**config.mk**
```make
export PLATFORM = sky130hd
export DESIGN_NAME = instruction_fetch
export DESIGN_NICKNAME = d
export VERILOG_FILES = /design/src/rtl/instruction_fetch.sv
export SDC_FILE = /design/constraint.sdc
export NUM_CORES = 1
export LEC_CHECK = 0
export CORE_ASPECT_RATIO = 0.5
export CORE_MARGIN = 3
export CORE_UTILIZATION = 40
export CTS_BUF_LIST = sky130_fd_sc_hd__clkbuf_4
export DETAILED_ROUTE_END_ITERATION = 7
export PLACE_DENSITY = 0.71
export SYNTH_ARGS = -nofsm -noshare
export SYNTH_HDL_FRONTEND = slang
export SYNTH_SLANG_ARGS = --single-unit
```
**constraint.sdc**
```tcl
create_clock -name clk -period 2.2 [get_ports clk]
set_clock_uncertainty 0.05 [all_clocks]
set_input_delay 0.33 -clock clk [delete_from_list [all_inputs] [get_ports clk]]
set_output_delay 0.33 -clock clk [all_outputs]
set_load 0.05 [all_outputs]
```
**src/rtl/instruction_fetch.sv**
```systemverilog
// -----------------------------------------------------------------------------
// instruction_fetch
//
// Front-end pipeline stage: owns the program counter, reads the combinational
// instruction memory, and holds the IF/ID pipeline register that feeds the
// decoder. Sequences start/halt through a small IDLE/RUN/HALTED FSM, applies
// branch/jump redirects and hazard stalls, and counts retired fetches.
//
// Ports:
//   clk             in   clock, rising-edge active
//   rst_n           in   asynchronous active-low reset
//   go              in   one-cycle pulse, (re)starts execution at RESET_PC
//   imem_addr       out  instruction memory address (always equals PC)
//   imem_rdata      in   instruction at imem_addr, same cycle
//   stall           in   hold PC and IF/ID for a hazard
//   branch_taken    in   redirect request from execute
//   branch_target   in   absolute redirect address
//   halt_in         in   halt opcode decoded from instruction_out
//   instruction_out out  IF/ID instruction (BUBBLE when invalid)
//   pc_out          out  PC of instruction_out
//   valid_out       out  instruction_out holds a real instruction
//   running         out  FSM is in RUN
//   done            out  FSM is in HALTED
//   fetch_count     out  valid fetches since the last go (saturating)
// -----------------------------------------------------------------------------
module instruction_fetch #(
    parameter int unsigned                 PC_WIDTH    = 8,
    parameter int unsigned                 INSTR_WIDTH = 9,
    parameter logic [PC_WIDTH-1:0]         RESET_PC    = '0,
    parameter int unsigned                 CNT_WIDTH   = 16,
    parameter logic [INSTR_WIDTH-1:0]      BUBBLE      = 9'b110110000
) (
    input  logic                   clk,
    input  logic                   rst_n,
    input  logic                   go,
    output logic [PC_WIDTH-1:0]    imem_addr,
    input  logic [INSTR_WIDTH-1:0] imem_rdata,
    input  logic                   stall,
    input  logic                   branch_taken,
    input  logic [PC_WIDTH-1:0]    branch_target,
    input  logic                   halt_in,
    output logic [INSTR_WIDTH-1:0] instruction_out,
    output logic [PC_WIDTH-1:0]    pc_out,
    output logic                   valid_out,
    output logic                   running,
    output logic                   done,
    output logic [CNT_WIDTH-1:0]   fetch_count
);

    typedef enum logic [1:0] {
        IDLE,
        RUN,
        HALTED
    } state_t;

    localparam logic [PC_WIDTH-1:0]  PC_ONE  = 1;
    localparam logic [CNT_WIDTH-1:0] CNT_ONE = 1;

    state_t                 state;
    logic [PC_WIDTH-1:0]    pc;
    logic [INSTR_WIDTH-1:0] instr_q;
    logic [PC_WIDTH-1:0]    pc_q;
    logic                   valid_q;
    logic                   running_q;
    logic                   done_q;
    logic [CNT_WIDTH-1:0]   count_q;

    // The memory is read combinationally, so the address is the live PC.
    assign imem_addr       = pc;
    assign instruction_out = instr_q;
    assign pc_out          = pc_q;
    assign valid_out       = valid_q;
    assign running         = running_q;
    assign done            = done_q;
    assign fetch_count     = count_q;

    always_ff @(posedge clk or negedge rst_n) begin
        if (!rst_n) begin
            state     <= IDLE;
            pc        <= RESET_PC;
            instr_q   <= BUBBLE;
            pc_q      <= '0;
            valid_q   <= 1'b0;
            running_q <= 1'b0;
            done_q    <= 1'b0;
            count_q   <= '0;
        end else begin
            case (state)
                // IDLE and HALTED behave identically apart from the done flag:
                // both hold a bubble and a frozen PC until go restarts them.
                IDLE, HALTED: begin
                    instr_q <= BUBBLE;
                    valid_q <= 1'b0;
                    if (go) begin
                        state     <= RUN;
                        pc        <= RESET_PC;
                        count_q   <= '0;
                        running_q <= 1'b1;
                        done_q    <= 1'b0;
                    end
                end

                RUN: begin
                    if (halt_in && valid_q) begin
                        // The halt instruction is already in IF/ID, so PC
                        // already points one past it; leave it there.
                        state     <= HALTED;
                        instr_q   <= BUBBLE;
                        valid_q   <= 1'b0;
                        running_q <= 1'b0;
                        done_q    <= 1'b1;
                    end else if (branch_taken) begin
                        // Redirect wins over stall: the instruction being
                        // fetched is wrong-path and must be squashed.
                        pc      <= branch_target;
                        instr_q <= BUBBLE;
                        valid_q <= 1'b0;
                    end else if (!stall) begin
                        instr_q <= imem_rdata;
                        pc_q    <= pc;
                        valid_q <= 1'b1;
                        pc      <= pc + PC_ONE;
                        if (count_q != '1) begin
                            count_q <= count_q + CNT_ONE;
                        end
                    end
                end

                default: begin
                    state     <= IDLE;
                    instr_q   <= BUBBLE;
                    valid_q   <= 1'b0;
                    running_q <= 1'b0;
                    done_q    <= 1'b0;
                end
            endcase
        end
    end

endmodule

```
### After elaboration in Yosys (flattened, before gate mapping)

Cells that the tools add are included.

* latch bits: 0
* input bits: 23
* logic and storage cells: 60
* memories: 0
* bits in registers: 46
* ROM bits: 0
* RAM bits: 0

* bitwise logic cells: 3
* multiply operators: 0
* shift operators: 0
* $add $sub $neg: 2
* equality and inequality tests: 11
* mux-type cells: 28
* reductions and logical operators: 8
* div/mod/pow operators: 0
* $lt $le $gt $ge: 0

Operators by type and width (number)
* $mux 16: 5
* $mux 9: 4
* $mux 8: 4
* $pmux 16 s2: 1
* $add 16x1->16 const B: 1
* $ne 16x16->1 const B: 1
* $pmux 8 s2: 1
* $ne 2x2->1 const B: 6
* $add 8x1->8 const B: 1
* $mux 1: 8
* $reduce_and 4->1: 2
* $reduce_and 6->1: 1
* $mux 2: 2
* $ne 4x4->1 const B: 1
* $pmux 1 s2: 2
* $pmux 2 s2: 1
* $ne 3x3->1 const B: 1
* $not 1->1: 3
* $eq 2x1->1 const B: 1
* $eq 2x2->1 const B: 1
* $logic_not 2->1: 1
* $reduce_and 2->1: 1
* $reduce_bool 2->1: 1
* $reduce_or 2->1: 1
* $logic_and 1x1->1: 1

### Depth between registers and ports, before layout

* depth in word-level cells: 6
* gate-level depth with buffers: 7

### Worst setup path before layout

Ideal clock, no wire load.

* kind: register to register
* from: register count_q[0] (netlist: fetch_count[0])
* to: register count_q[12] (netlist: fetch_count[12])
* path buffers: 2
* period minus slack after synthesis: 2.187 ns
* data arrival time: 1.981 ns
* cell stages (with the launch flop): 8
* setup slack: 0.013 ns
* cells stage by stage: dfrtp_1 ha_1 and4_1 clkbuf_1 and4_1 o21ai_2 buf_2 a31oi_1

* word-level cells in the longest chain between the ends: 6

Ends and longest elaborated chain
* from (decl): RTL line 66 `logic [CNT_WIDTH-1:0] count_q;`
* from (signal assigned): RTL line 124 `count_q <= count_q + CNT_ONE;`
* $add 16x1->16: RTL line 124
* $mux 16: RTL line 123 `if (count_q != '1) begin`
* $mux 16: RTL line 118 `end else if (!stall) begin`
* $mux 16: RTL line 112 `end else if (branch_taken) begin`
* $mux 16: RTL line 104 `if (halt_in && valid_q) begin`
* $pmux 16 s2: RTL line 88 `case (state)`

Parallel ways exist; a longest one is shown, timed or not. The select of a mux whose other input is x is not followed.
A chain may end at the register's enable or synchronous reset.

### Worst setup path after layout

* from: register count_q[5] (netlist: fetch_count[5])
* to: output port fetch_count[5]

RTL lines
* to (decl): RTL line 47 `output logic [CNT_WIDTH-1:0] fetch_count`

No word-level cell between the ends.

==> impl_metrics.ini <==
[layout]
num-fill-cells = 456
final-instance-count-excl-fill = 388
area_growth_pct = 37.8
layout_common_cells = 65 x clkdlybuf4s50_1, 42 x nand2_1, 41 x dfrtp_1
final_util_pct = 60.2
drive_above_1_share_pct = 8.81
fin_area_um2 = 3130
finalNetCount = 342
antennaDiodeCount = 0
final_common_cell = clkdlybuf4s50_1

[clocking]
clockBufferDepth = 2
numCtsBuffers = 5
cts.sinks = 45
cts_setup_buffers = 0
post_cts_resized = 0
htreeDepth = 2
postCtsHoldBufs = 1
cts-root-buf = clkbuf_4
cts_tree = done
clkSlewWorstSetupHoldPaths_ns = 0.14
clk_latency_ns = 0.36

[place]
dpl.cell_count = 379
dp_worst_setup_slack_ns = 0.00615
dp_hpwl_um = 4340
gp_congestion = 0.811
io_buffers = 66
place_area_um2 = 3070

[grt]
grt_pass1_vias = 2164
overflow = 0
antenna_found_initial = 0
grt_usage_pct = 19.1
grt_max_degree = 46
grt_pass1_wl_um = 10400

[timing]
slew_viol_final = 0
hold_viol = 0
slew_headroom_pct = 61.2
finalWorstPathRequiredPeriod_ns = 2.12
worst_pin_slew_ns = 0.582
rsz0062_at_grt = false
finalCritPeriodShare_pct = 96.2
setup_violations = 0
tns_ns = 0
fin_hold_ws_ns = 0.438
setup_slack_ns = 0.0831
max_freq_mhz = 472

[routing]
drc = 0
antenna_left = 0
drtIter0Drc = 104
first_pass_iters = 4
num_vias = 2198
wirelength_um = 6070
route.detailed.wl_per_inst_um = 15.6
viasPerCell = 5.66

[power_and_ir_drop]
p_total_mw = 3.96
ir_drop_mv = 0.910
p_leak_nw = 1.33
power.density_nw_per_um2 = 1270

[logic_synthesis]
postSynthAreaPerCell_um2 = 9.24
synth_top_cell_by_area = dfrtp_1
syn-instance-count = 246
synth_area_leaders = dfrtp_1 45%, nand2_1 6.9%, dfstp_2 4.6%, a31oi_1 4.4%, o21ai_0 3.3%
async_flop_share_pct = 100
synth_seq_area_share_pct = 49.8
ys_types = 44
synth_top_area_share_pct = 45.1
synth-seq-cells = 45
yosys_warnings = 0
synth_edf_count = 0
synth_nets = 271
synth_ff_type = dfrtp_1
netlist_area_um2 = 2270

[critical_path]
ff2ff_setup_slack_ns = 0.25
cp-start-kind = flop
cpLargestDelayFamily = buffers and inverters
crit_fanout = 9
crit_chain = clkdlybuf4s50_1
cp-end-kind = output pin
worst-endpoint-arrival_ns = 1.74
cpPeakStageDelay_ns = 0.86
worst-path-buf-inv = 1
crit_required_ns = 1.82
critPathKind = reg -> out
crit_slowest_cell = clkdlybuf4s50_1

[floorplan]
core_um2 = 5200
start_util_pct = 43.7
ios = 67
die_w_um = 113
dieHeight_um = 59.3
die_area_um2 = 6680
rows = 18

[job]
cap_violations = 0

[worst_hold_path]
min_path_type = reg -> reg

[run_status]
status = finished, final reports clean
[cell families (layout without fill, tap and decap cells)]
group | count (synthesis) | count (layout) | share of synthesized area [%]
AOI/OAI and AO/OA | 70 | 70 | 21.2
DFF | 45 | 45 | 49.8
buffers and inverters | 23 | 95 | 3.91
and+or+nand+nor | 104 | 104 | 23.2
muxes | 2 | 2 | 0.881
adders and majority gates | 2 | 2 | 1.10
[per-layer routing]
metal / global-route usage [%] / wire length, um
met5: 0 / 0
met2: 32.7 / 3010
met3: 3.77 / 268
met4: 4.28 / 21
met1: 25.7 / 2770
[cell type report]
type	instances	area [um^2]	share of cell area, %
sequential	45	1130	36.1
multi-input combinational	178	1060	33.8
timing repair buffer	79	768	24.5
tap	70	87.6	2.80
clock buffer	7	52.6	1.68
inverter	8	30.0	0.959
clock inverter	1	3.75	0.120
[flip-flops by register name (all words and copies together), names as in the netlist]
name and count:
running 1, instruction_out 9, fetch_count 16, imem_addr 8, pc_out 8, valid_out 1
state 2
[cell usage after synthesis (3+ instances only)]
library cell and count:
a41oi_1 4, o22a_1 4, nor2_1 7, nand2_1 42, a22o_1 5, nor4_1 3, nor3_1 10, nand2b_1 3
dfstp_2 4, a21oi_1 7, clkbuf_1 13, o21ai_0 15, dfrtp_1 41, o211ai_1 3, nand4_1 5, nand3_1 13
and4_1 7, and3_1 4, inv_1 8, a31oi_1 16
[worst paths after layout]
path / depth (start not counted) / start / end
max in group asynchronous: 3 / rst_n / imem_addr[5]
max reg2reg: 6 / fetch_count[0] / fetch_count[11]
min reg2reg: 2 / pc_out[3] / pc_out[3]
max: 1 / fetch_count[5] / fetch_count[5]
min in group asynchronous: 3 / rst_n / fetch_count[0]
min: 2 / pc_out[3] / pc_out[3]
[power by group]
part           total (mW)  leakage, nW  switching (mW)  internal, mW
Sequential           1.38        0.578           0.308          1.07
Combinational        2.18        0.715            1.42         0.756
Clock               0.402       0.0338           0.254         0.148
(Power assumes the default switching activity.)
